`config.mk`:
```
export PLATFORM = sky130hd
export DESIGN_NAME = alu_op_sequencer
export DESIGN_NICKNAME = d
export VERILOG_FILES = /design/src/rtl/alu_seq_pkg.sv /design/src/rtl/alu_cmd_fifo.sv /design/src/rtl/alu_op_sequencer.sv
export SDC_FILE = /design/constraint.sdc
export NUM_CORES = 1
export LEC_CHECK = 0
export ABC_AREA = 1
export CORE_ASPECT_RATIO = 0.8
export CORE_UTILIZATION = 47
export CTS_BUF_LIST = sky130_fd_sc_hd__clkbuf_4
export DETAILED_ROUTE_END_ITERATION = 10
export PLACE_DENSITY = 0.7
export SKIP_LAST_GASP = 1
export SLEW_MARGIN = 10
export SYNTH_ARGS = -nofsm -noshare
export SYNTH_HDL_FRONTEND = slang
export SYNTH_SLANG_ARGS = --single-unit
```
`constraint.sdc`:
```
create_clock -name clk -period 3.9 [get_ports clk]
set_clock_uncertainty 0.2 [all_clocks]
set_input_delay 0.39 -clock clk [delete_from_list [all_inputs] [get_ports clk]]
set_output_delay 0.39 -clock clk [all_outputs]
set_load 0.01 [all_outputs]
```
`src/rtl/alu_seq_pkg.sv`:
```
// Shared definitions for the ALU operation sequencer: opcodes, FSM encoding,
// queued command layout and opcode latency lookup.
package alu_seq_pkg;

  localparam logic [3:0] OP_NOP   = 4'b0000;
  localparam logic [3:0] OP_MUL   = 4'b0101;
  localparam logic [3:0] OP_MOD   = 4'b1000;
  localparam logic [3:0] OP_DIV   = 4'b1101;
  localparam logic [3:0] OP_CLEAR = 4'b1111;

  localparam int CMD_W = 37;

  typedef enum logic [1:0] {
    ST_IDLE = 2'b00,
    ST_EXEC = 2'b01,
    ST_DONE = 2'b10
  } seq_state_t;

  typedef struct packed {
    logic [3:0]  opcode;
    logic [15:0] a;
    logic [15:0] b;
    logic        chain;
  } cmd_t;

  function automatic int unsigned op_latency(input logic [3:0] op,
                                             input int unsigned mul_cycles,
                                             input int unsigned div_cycles);
    case (op)
      OP_MUL:         return mul_cycles;
      OP_DIV, OP_MOD: return div_cycles;
      default:        return 1;
    endcase
  endfunction

endpackage

```
`src/rtl/alu_cmd_fifo.sv`:
```
// Command queue for the sequencer: power-of-two depth, synchronous reset,
// head word visible combinationally on rdata.
module alu_cmd_fifo #(
  parameter int WIDTH = 37,
  parameter int DEPTH = 4
) (
  input  logic             clk,
  input  logic             reset,
  input  logic             push,
  input  logic             pop,
  input  logic [WIDTH-1:0] wdata,
  output logic [WIDTH-1:0] rdata,
  output logic             full,
  output logic             empty
);

  localparam int AW = $clog2(DEPTH);
  localparam int CW = AW + 1;

  logic [WIDTH-1:0] mem [DEPTH];
  logic [AW-1:0]    wr_ptr;
  logic [AW-1:0]    rd_ptr;
  logic [CW-1:0]    count;

  always_ff @(posedge clk) begin
    if (push) mem[wr_ptr] <= wdata;
  end

  always_ff @(posedge clk) begin
    if (reset) begin
      wr_ptr <= '0;
      rd_ptr <= '0;
      count  <= '0;
    end else begin
      if (push) wr_ptr <= wr_ptr + 1'b1;
      if (pop)  rd_ptr <= rd_ptr + 1'b1;
      case ({push, pop})
        2'b10:   count <= count + 1'b1;
        2'b01:   count <= count - 1'b1;
        default: count <= count;
      endcase
    end
  end

  assign rdata = mem[rd_ptr];
  assign full  = (count == CW'(DEPTH));
  assign empty = (count == '0);

endmodule

```
`src/rtl/alu_op_sequencer.sv`:
```
// Queues ALU commands, drives them to an external combinational ALU for a
// per-opcode settle time, and holds each result until the consumer takes it.
//
// state | meaning
// IDLE  | waiting for a queued command; pops and loads ALU inputs
// EXEC  | ALU inputs held, settle counter running down to zero
// DONE  | result captured and presented until rsp_ready
module alu_op_sequencer
  import alu_seq_pkg::*;
#(
  parameter int unsigned FIFO_DEPTH = 4,
  parameter int unsigned MUL_CYCLES = 4,
  parameter int unsigned DIV_CYCLES = 8
) (
  input  logic        clk,
  input  logic        reset,
  input  logic        cmd_valid,
  output logic        cmd_ready,
  input  logic [3:0]  cmd_opcode,
  input  logic [15:0] cmd_a,
  input  logic [15:0] cmd_b,
  input  logic        cmd_chain,
  output logic [3:0]  alu_opcode,
  output logic [15:0] alu_a,
  output logic [15:0] alu_b,
  input  logic [15:0] alu_result,
  input  logic        alu_error,
  output logic        rsp_valid,
  input  logic        rsp_ready,
  output logic [15:0] rsp_result,
  output logic        rsp_error,
  output logic [15:0] prev_result,
  output logic [7:0]  err_count,
  output logic        busy
);

  localparam int unsigned MAX_LAT = (MUL_CYCLES > DIV_CYCLES) ? MUL_CYCLES : DIV_CYCLES;
  localparam int CNT_W = (MAX_LAT > 1) ? $clog2(MAX_LAT) : 1;

  seq_state_t       state, state_nxt;
  cmd_t             head, wr_cmd;
  logic             fifo_full, fifo_empty;
  logic             push, pop, load, capture;
  logic [CNT_W-1:0] cnt;
  logic [15:0]      cap_result;
  logic             cap_error;

  assign wr_cmd    = '{opcode: cmd_opcode, a: cmd_a, b: cmd_b, chain: cmd_chain};
  assign cmd_ready = !fifo_full;
  assign push      = cmd_valid && !fifo_full;

  alu_cmd_fifo #(
    .WIDTH (CMD_W),
    .DEPTH (FIFO_DEPTH)
  ) u_fifo (
    .clk   (clk),
    .reset (reset),
    .push  (push),
    .pop   (pop),
    .wdata (wr_cmd),
    .rdata (head),
    .full  (fifo_full),
    .empty (fifo_empty)
  );

  always_ff @(posedge clk) begin
    if (reset) state <= ST_IDLE;
    else       state <= state_nxt;
  end

  always_comb begin
    state_nxt = state;
    case (state)
      ST_IDLE: if (!fifo_empty)   state_nxt = ST_EXEC;
      ST_EXEC: if (cnt == '0)     state_nxt = ST_DONE;
      ST_DONE: if (rsp_ready)     state_nxt = ST_IDLE;
      default:                    state_nxt = ST_IDLE;
    endcase
  end

  always_comb begin
    load      = (state == ST_IDLE) && !fifo_empty;
    pop       = load;
    capture   = (state == ST_EXEC) && (cnt == '0);
    rsp_valid = (state == ST_DONE);
    busy      = (state != ST_IDLE) || !fifo_empty;
  end

  // NOP and CLEAR never look at the ALU outputs.
  always_comb begin
    cap_result = alu_result;
    cap_error  = alu_error;
    if (alu_opcode == OP_NOP) begin
      cap_result = prev_result;
      cap_error  = 1'b0;
    end else if (alu_opcode == OP_CLEAR) begin
      cap_result = '0;
      cap_error  = 1'b0;
    end
  end

  always_ff @(posedge clk) begin
    if (reset) begin
      alu_opcode  <= OP_NOP;
      alu_a       <= '0;
      alu_b       <= '0;
      cnt         <= '0;
      rsp_result  <= '0;
      rsp_error   <= 1'b0;
      prev_result <= '0;
      err_count   <= '0;
    end else begin
      if (load) begin
        alu_opcode <= head.opcode;
        alu_a      <= head.chain ? prev_result : head.a;
        alu_b      <= head.b;
        cnt        <= CNT_W'(op_latency(head.opcode, MUL_CYCLES, DIV_CYCLES) - 1);
      end else if (state == ST_EXEC && cnt != '0) begin
        cnt <= cnt - 1'b1;
      end
      if (capture) begin
        rsp_result  <= cap_result;
        rsp_error   <= cap_error;
        prev_result <= cap_result;
        if (cap_error && err_count != 8'hFF) err_count <= err_count + 1'b1;
      end
    end
  end

endmodule

```
==> results of run 1 <==
## path summary, 6_finish.rpt
kind / startpoint / endpoint / slack [ns] / depth (start not counted)
worst max register to register: u_fifo.count[0] / u_fifo.mem[2][25] / 1.47 / 5
worst max-delay path: u_fifo.count[0] / u_fifo.mem[2][25] / 1.47 / 5
worst min-delay path: alu_result[14] / prev_result[14] / 0.09 / 3
worst min register to register: u_fifo.count[0] / u_fifo.count[0] / 0.27 / 1
## area by class of cell
cell class,count,share of cell area
tap,258,0.0286
multi-input combinational,476,0.229
antenna,1,0.000222
inverter,54,0.0196
clock buffer,82,0.0546
timing repair buffer,151,0.131
clock inverter,20,0.00932
sequential,223,0.527
## per-layer routing
metal | share of wire | global-route usage | wire [um]
met1 | 0.47 | 0.275 | 9150
met5 | 0 | 0 | 0
met4 | 0.017 | 0.0730 | 329
met3 | 0.054 | 0.0400 | 1050
met2 | 0.46 | 0.309 | 8980
## through the flow
step           worst slack, ns   util
6_report                  1.47  0.593
5_1_grt                   1.28  0.593
4_1_cts                   1.46  0.593
3_5_place_dp              1.16  0.555
3_3_place_gp              1.17  0.555
2_1_floorplan            0.971      -
## state kept, by name, summed over array words and instances (netlist names), named ones only
name           count
u_fifo.mem       148
alu_a             16
alu_b             16
prev_result       16
err_count          8
alu_opcode         4
cnt                3
u_fifo.count       3
state              2
u_fifo.rd_ptr      2
u_fifo.wr_ptr      2
rsp_error          1
## kinds of logic after synthesis
family,synth area share
AO/OA/AOI/OAI,0.117
XOR/XNOR,0.00287
adder cells (fa/ha/maj),0.0118
buffers and inverters,0.0703
flip-flops,0.650
AND/OR/NAND/NOR,0.148
## power groups by stage
stage	clock network, mW	logic, mW	registers [mW]
after global routing	2.12	2.71	3.11
final	1.95	2.41	3.07
after detailed placement	0	2.43	3.12
after floorplan	0	1.68	3.17
after CTS	1.99	2.44	3.07
after global placement	0	2.38	3.11
## cells in the final DEF (no fill, tap or decap), drive strengths merged
| master | instances |
|---|---|
| edfxtp | 148 |
| clkdlybuf4s50 | 137 |
| nor2 | 117 |
| nand2 | 101 |
| o21ai | 97 |
| clkbuf | 82 |
| dfxtp | 75 |
| nand3 | 54 |
| inv | 54 |
| a21oi | 38 |
| clkinv | 17 |
| a31oi | 16 |
| o211ai | 16 |
| o22ai | 16 |
| buf | 14 |
| ha | 7 |
| nand4 | 5 |
| xor2 | 2 |
| bufinv | 2 |
| diode | 1 |
| nand3b | 1 |
| o31ai | 1 |
| xnor2 | 1 |
| nor3 | 1 |
| o21bai | 1 |
| and3 | 1 |
| fa | 1 |
| clkinvlp | 1 |
## worst min-delay path, delay by kind of cell
family | cells | cell delay [ns]
AND/OR/NAND/NOR | 1 | 0.07
buffers and inverters | 1 | 0.39
AO/OA/AOI/OAI | 1 | 0.05
==> flow_metrics.py, run 1 <==
metrics = {
    "synth": {
        "synth_area_leaders": "edfxtp_1, dfxtp_1, o21ai_0",
        "synthFlopType": "edfxtp_1",
        "synth-seq-area-share": 0.650,
        "synth_area_sq_mm": 0.00915,
        "syn_inst": 813,
        "synthTopCellsByCount": "edfxtp_1, nor2_1, o21ai_0, nand2_1, dfxtp_1",
        "synth.yosys.warnings": 0,
        "syn_avg_cell_area_sq_um": 11.3,
        "ys_ff_latch": 223,
        "synth_cell_type_count": 42,
        "synth_top_area_frac": 0.486,
        "synth_top_area_cell": "edfxtp_1",
        "async_flop_share": 0,
        "synth-edff-count": 148,
        "synth_fp_nets": 879,
        "yosysMostFrequentCell": "edfxtp_1",
    },
    "power_and_ir_drop": {
        "internal_power_mw": 4.86,
        "powerDensity_mw_per_mm2": 659,
        "clock_power_share": 0.263,
        "switching_share": 0.346,
        "p_leak_nw": 4.11,
        "power_frac_comb": 0.324,
        "vdd_drop_max_uv": 342,
        "power.switching_mw": 2.57,
        "p_total_mw": 7.43,
        "seq_power_share": 0.413,
    },
    "final_layout": {
        "fillers": 1636,
        "multi_input_area_sq_mm": 0.00259,
        "regArea_sq_mm": 0.00595,
        "final_cell_area_sq_mm": 0.0113,
        "instances_no_fill": 1265,
        "areaGrowthSynthToFinish_pct": 23.3,
        "nets": 1026,
        "drive_gt1_frac": 0.180,
    },
    "timing": {
        "tns_ns": 0,
        "final.min_clock_period_ns": 2.43,
        "report.final.slew_viol_count": 0,
        "rsz0062_at_grt": "no",
        "relSlewSlack": 0.419,
        "worst_pin_slew_ns": 0.870,
        "hold_violations": 0,
        "fin_crit_sh": 0.623,
        "setup_viol": 0,
        "fmax_mhz": 412,
        "holdWs_ns": 0.0880,
    },
    "critical_path": {
        "arrival_ns": 2.58,
        "cp_max_fo": 27,
        "endpoint_kind": "register",
        "critPathTopFamily": "simple AND/OR/NAND/NOR gates",
        "max_stage_delay_ns": 0.79,
        "cp-start-kind": "register",
        "required_ns": 4.05,
        "slowest_stage": "nor2_4",
        "crit_buf_inv": 2,
        "criticalPathCategory": "reg2reg",
        "path_cells": "inv_2 > nand3_1 > nand2_1 > nor2_4 > buf_4",
    },
    "min_path": {
        "min_path_type": "in2reg",
    },
    "routing": {
        "routedWlPerCell_um": 15.4,
        "antenna_left": 0,
        "wirelength_um": 19500,
        "drc": 0,
        "viasPerCell": 4.98,
        "first_pass_iters": 5,
        "vias": 6305,
        "dr.first_iter.drc_count": 409,
    },
    "cts": {
        "cts_resized": 0,
        "post_cts_buffers": 0,
        "clkLatencyLatePin_ns": 0.66,
        "clock_path_buffers": 3,
        "clk_pin_slew_worst_paths_ns": 0.07,
        "ctsHoldBuffers": 0,
        "root_buffer": "clkbuf_4",
        "cts.sinks": 223,
        "cts-buffers-inserted": 54,
        "h-tree-depth": 2,
        "cts_tree": "done",
    },
    "grt": {
        "grt.total_usage": 0.199,
        "grt_pass1_vias": 6064,
        "grt_remaining_overflow": 0,
        "grt_pass1_wl_um": 30700,
        "antenna_found_initial": 1,
        "grt_max_degree": 75,
    },
    "placement": {
        "dp_hpwl_um": 11700,
        "placed_area_sq_mm": 0.0106,
        "gp_congestion": 0.801,
        "post-place-cells": 1162,
        "portBuffers": 137,
    },
    "floorplanning": {
        "initial_utilization": 0.481,
        "dieWidth_um": 158,
        "num_io_pins": 138,
        "die-area_sq_mm": 0.0200,
        "die_h_um": 127,
        "core_sq_mm": 0.0190,
        "rows": 45,
    },
    "run": {
        "maxCapViolCount": 0,
    },
    "run_status": {
        "status": "complete, no violations",
    },
}
Power figures use the tool's default switching activity.
==> run 2: changes to the inputs <==
- PLACE_DENSITY: 0.7 -> 0.73
- clock period: 3.9 -> 2.15 ns (I/O delays scaled with it)
==> run 2 against run 1 <==
  * Via count grew 4.4%
  * Utilization grew 3.3 points
  * Combinational power grew 93%
  * Setup slack lost 1.4 ns
  * Die area is the same
  * Critical path type is now reg2out
  * Critical endpoint is now prev_result[2]
  * First-iteration DRC count grew 9.8%
  * Register-to-register slack lost 1.3 ns
  * Final cell count grew 3.8%
  * Hold slack lost 0.029 ns
  * Largest power group unchanged
  * Power grew 84%
  * Largest cell class unchanged
  * Global-route usage grew 1.1 points
==> flow_metrics.py, run 2 (synthesis results as in run 1) <==
metrics = {
    "run_status": {
        "status": "complete, no violations",
    },
    "final_layout": {
        "areaGrowthSynthToFinish_pct": 30.1,
        "final_cell_area_sq_mm": 0.0119,
        "drive_gt1_frac": 0.193,
        "top_register": "u_fifo.mem",
        "final_cell_mix": "edfxtp_1, clkdlybuf4s50_1, nor2_1, clkbuf_4",
        "layout_commonest_cell": "edfxtp_1",
        "instances_no_fill": 1313,
        "largest_reg_flops": 148,
        "nets": 1079,
    },
    "grt": {
        "grt_pass1_vias": 6547,
        "grt_max_degree": 75,
        "grt.total_usage": 0.209,
        "antenna_found_initial": 1,
        "grt_pass1_wl_um": 32500,
        "grt_remaining_overflow": 0,
    },
    "critical_path": {
        "slowest_stage": "clkdlybuf4s50_1",
        "max_stage_delay_ns": 0.57,
        "crit_buf_inv": 1,
        "r2r-start": "state[0]",
        "reg2reg_to": "u_fifo.count[2]",
        "endpoint_kind": "output port",
        "criticalPathCategory": "reg2out",
        "worst-r2r-setup-slack_ns": 0.14,
        "cp-start-kind": "register",
        "cp_max_fo": 4,
        "worstRegToRegCells": 10,
        "required_ns": 1.74,
        "critPathTopFamily": "buffers and inverters",
        "path_depth": 1,
        "arrival_ns": 1.62,
        "path_cells": "clkdlybuf4s50_1",
    },
    "cts": {
        "clk_pin_slew_worst_paths_ns": 0.07,
        "clock_path_buffers": 3,
        "h-tree-depth": 2,
        "post_cts_buffers": 0,
        "cts.sinks": 223,
        "cts-buffers-inserted": 52,
        "clkLatencyLatePin_ns": 0.66,
        "cts_tree": "done",
        "root_buffer": "clkbuf_4",
    },
    "min_path": {
        "min_path_type": "in2reg",
        "hold_depth": 1,
        "holdCritStartpoint": "cmd_opcode[3]",
        "min_to": "u_fifo.mem[3][36]",
    },
    "timing": {
        "fmax_mhz": 491,
        "fin_crit_sh": 0.948,
        "worst_pin_slew_ns": 0.700,
        "setup_viol": 0,
        "tns_ns": 0,
        "report.final.slew_viol_count": 0,
        "hold_violations": 0,
        "finalWorstSetupSlack_ns": 0.112,
        "final.min_clock_period_ns": 2.04,
        "relSlewSlack": 0.534,
        "rsz0062_at_grt": "no",
    },
    "routing": {
        "dr.first_iter.drc_count": 449,
        "drc": 0,
        "first_pass_iters": 4,
        "antenna_left": 0,
        "wirelength_um": 20300,
        "viasPerCell": 5.01,
        "routedWlPerCell_um": 15.5,
        "vias": 6584,
    },
    "placement": {
        "placed_area_sq_mm": 0.0107,
        "gp_congestion": 0.810,
        "post-place-cells": 1171,
        "dp_hpwl_um": 12400,
        "portBuffers": 137,
        "pre_cts_slack_ns": 0.0427,
    },
    "power_and_ir_drop": {
        "vdd_drop_max_uv": 627,
        "powerDensity_mw_per_mm2": 1150,
        "p_leak_nw": 4.38,
        "p_total_mw": 13.7,
    },
    "floorplanning": {
        "dieWidth_um": 158,
        "initial_utilization": 0.481,
        "num_io_pins": 138,
        "die_h_um": 127,
        "rows": 45,
        "die-area_sq_mm": 0.0200,
        "core_sq_mm": 0.0190,
    },
    "run": {
        "maxCapViolCount": 0,
    },
}
[run 2: cell count changes in the layout (fill, tap and decap cells not counted), moves of 2 or more]
cell	before	now
dlygate4sd2_1	0	3
dfxtp_2	2	10
dlygate4sd3_1	0	45
buf_12	0	8
inv_2	12	10
clkinv_1	17	8
clkdlybuf4s50_1	137	133
clkbuf_4	82	86
dfxtp_1	73	65
[run 2: cell type report]
type | instances | area (sq um)
Fill cell | 1538 | 7130
Sequential cell | 223 | 5960
Multi-Input combinational cell | 476 | 2590
Timing Repair Buffer | 206 | 2120
Clock buffer | 86 | 646
Tap cell | 258 | 323
Inverter | 54 | 224
Clock inverter | 9 | 41.3
Antenna cell | 1 | 2.50
[run 2: what timing repair did]
| action | CTS | global route |
|---|---|---|
| endpoints found under the setup margin | 4 | 19 |
| cloned | 0 | 1 |
| pin swaps | 0 | 0 |
| hold buffers | 45 | 0 |
| endpoints found under the hold margin | 122 | 0 |
| resized for setup | 5 | 10 |
[run 2: routing by layer]
layer	track usage	vias up	wire (um)
li1	-	3255	-
met1	0.269	3096	9070
met2	0.346	199	9700
met3	0.0448	34	1150
met4	0.0814	0	428
met5	0	-	0
[run 2: worst max path at each step]
stage,startpoint,end
2_1_floorplan,u_fifo.count[0],u_fifo.mem[0][0]
3_3_place_gp,cmd_valid,u_fifo.count[2]
3_5_place_dp,cmd_valid,u_fifo.count[2]
4_1_cts,prev_result[9],prev_result[9]
5_1_grt,prev_result[15],rsp_result[15]
6_report,prev_result[2],prev_result[2]
[run 2: power by group]
group	internal [mW]	switching, mW
registers	5.26	0.349
logic	1.90	2.75
clock network	1.80	1.59
total	8.96	4.70
[run 2: stage by stage]
step,hold WS (ns),utilization
3_5_place_dp,0.279,0.564
4_1_cts,0.000962,0.623
6_report,0.0593,0.625
5_1_grt,0.0144,0.625
3_3_place_gp,0.257,0.564
2_1_floorplan,0.114,-
==> run 3: changes to the inputs <==
- CORE_ASPECT_RATIO: 0.8 -> 1.4
==> run 3 against run 2 <==
  * Routed wire length hardly changed
  * Fmax is 1.1% lower
  * Combinational power is 0.9% lower
  * Clock-buffer cell count is 10 lower
==> flow_metrics.py, run 3 (synthesis results as in run 1) <==
metrics = {
    "cts": {
        "root_buffer": "clkbuf_4",
        "clkLatencyLatePin_ns": 0.64,
        "clock_path_buffers": 3,
        "cts.sinks": 223,
        "post_cts_buffers": 0,
        "cts_tree": "done",
        "cts-buffers-inserted": 52,
        "clk_pin_slew_worst_paths_ns": 0.06,
        "h-tree-depth": 2,
    },
    "timing": {
        "rsz0062_at_grt": "no",
        "report.final.slew_viol_count": 0,
        "final.min_clock_period_ns": 2.06,
        "relSlewSlack": 0.655,
        "finalWorstSetupSlack_ns": 0.0883,
        "hold_violations": 0,
        "fin_crit_sh": 0.959,
        "tns_ns": 0,
        "setup_viol": 0,
        "worst_pin_slew_ns": 0.517,
        "fmax_mhz": 485,
    },
    "power_and_ir_drop": {
        "power_frac_comb": 0.343,
        "internal_power_mw": 8.76,
        "vdd_drop_max_uv": 609,
        "p_leak_nw": 4.34,
        "power.switching_mw": 4.73,
        "switching_share": 0.351,
        "clock_power_share": 0.243,
        "powerDensity_mw_per_mm2": 1140,
        "seq_power_share": 0.414,
    },
    "grt": {
        "grt_max_degree": 72,
        "grt_util_met3": 0.0363,
        "grt_pass1_wl_um": 32700,
        "grt_use_met1": 0.232,
        "grtUsageMet2": 0.380,
        "grt.total_usage": 0.207,
        "grt_busiest_layer": "met2",
        "antenna_found_initial": 1,
        "grt_pass1_vias": 6525,
        "grt_remaining_overflow": 0,
    },
    "placement": {
        "portBuffers": 137,
        "gp_congestion": 0.789,
        "placed_area_sq_mm": 0.0107,
        "pre_cts_slack_ns": 0.0731,
        "dp_hpwl_um": 12700,
        "post-place-cells": 1165,
    },
    "run": {
        "maxCapViolCount": 0,
    },
    "routing": {
        "dr.first_iter.drc_count": 335,
        "antenna_left": 0,
        "wirelength_um": 20400,
        "routedWlPerCell_um": 15.6,
        "drc": 0,
        "first_pass_iters": 5,
        "vias": 6686,
        "viasPerCell": 5.12,
    },
    "final_layout": {
        "nets": 1080,
        "final_util": 0.616,
        "drive_gt1_frac": 0.186,
        "layout_commonest_cell": "edfxtp_1",
        "fillers": 1521,
        "final_cell_area_sq_mm": 0.0118,
        "top_register": "u_fifo.mem",
        "final_cell_mix": "edfxtp_1, clkdlybuf4s50_1, nor2_1, o21ai_0, nand2_1",
        "largest_reg_flops": 148,
        "instances_no_fill": 1305,
        "areaGrowthSynthToFinish_pct": 28.9,
    },
    "critical_path": {
        "path_cells": "clkdlybuf4s50_1",
        "crit_buf_inv": 1,
        "endpoint_kind": "output port",
        "required_ns": 1.74,
        "cp_max_fo": 4,
        "criticalPathCategory": "reg2out",
        "max_stage_delay_ns": 0.60,
        "cp-start-kind": "register",
        "arrival_ns": 1.65,
        "slowest_stage": "clkdlybuf4s50_1",
        "critPathTopFamily": "buffers and inverters",
    },
    "floorplanning": {
        "rows": 60,
        "num_io_pins": 138,
        "die_h_um": 167,
        "die-area_sq_mm": 0.0200,
        "initial_utilization": 0.478,
        "dieWidth_um": 120,
        "core_sq_mm": 0.0191,
    },
    "run_status": {
        "status": "complete, no violations",
    },
    "min_path": {
        "min_path_type": "in2reg",
    },
}
run 3: changes by cell type in the layout (fill, tap and decap cells not counted), moves of 2 or more:
cell / change
dlygate4sd3_1: -2
buf_12: -4
clkinv_2: +8
buf_4: +6
clkbuf_4: -10
dfxtp_1: +7
buf_6: +2
dfxtp_2: -7
clkinv_1: +2
run 3: path summary, 6_finish.rpt:
| kind | cells after the start | slack, ns | start | endpoint |
|---|---|---|---|---|
| worst max-delay path | 1 | 0.09 | alu_opcode[0] | alu_opcode[0] |
| worst min-delay path | 4 | 0.04 | rsp_ready | state[1] |
| worst min register to register | 1 | 0.27 | u_fifo.count[0] | u_fifo.count[0] |
| worst max register to register | 10 | 0.15 | state[0] | u_fifo.count[2] |
run 3: timing repair:
action | CTS | global route
hold buffers | 43 | 0
setup endpoints to repair | 3 | 4
pin swaps | 0 | 0
gates resized for setup | 3 | 4
endpoints found under the hold margin | 122 | 0
run 3: power groups by stage:
stage | Clock, mW | Sequential, mW | Combinational (mW)
global route | 3.59 | 5.65 | 5.13
detailed placement | 0 | 5.67 | 4.57
finish | 3.28 | 5.59 | 4.62
CTS | 3.37 | 5.58 | 4.64
floorplan | 0 | 5.74 | 3.05
global placement | 0 | 5.66 | 4.48
run 3: layer usage:
metal	wire (um)	vias to the layer above
met5	0	-
met4	555	0
met1	7860	3176
met3	1030	46
met2	10900	208
li1	-	3256
run 3: cell type report:
class / instances / area [sq um] / share of cell area
repair buffers: 207 / 2060 / 0.175
well taps: 248 / 310 / 0.0263
inverters: 54 / 221 / 0.0188
flip-flops and latches: 223 / 5950 / 0.505
diodes: 1 / 2.50 / 0.000212
multi-input cells: 476 / 2590 / 0.219
clock inverters: 20 / 92.6 / 0.00785
clock buffers: 76 / 571 / 0.0484
run 3: per-stage QoR:
stage | power, mW | hold WS [ns]
4_1_cts | 13.6 | 0.000568
2_1_floorplan | 8.78 | 0.114
3_3_place_gp | 10.1 | 0.258
6_report | 13.5 | 0.0445
5_1_grt | 14.4 | 0.0224
3_5_place_dp | 10.2 | 0.262
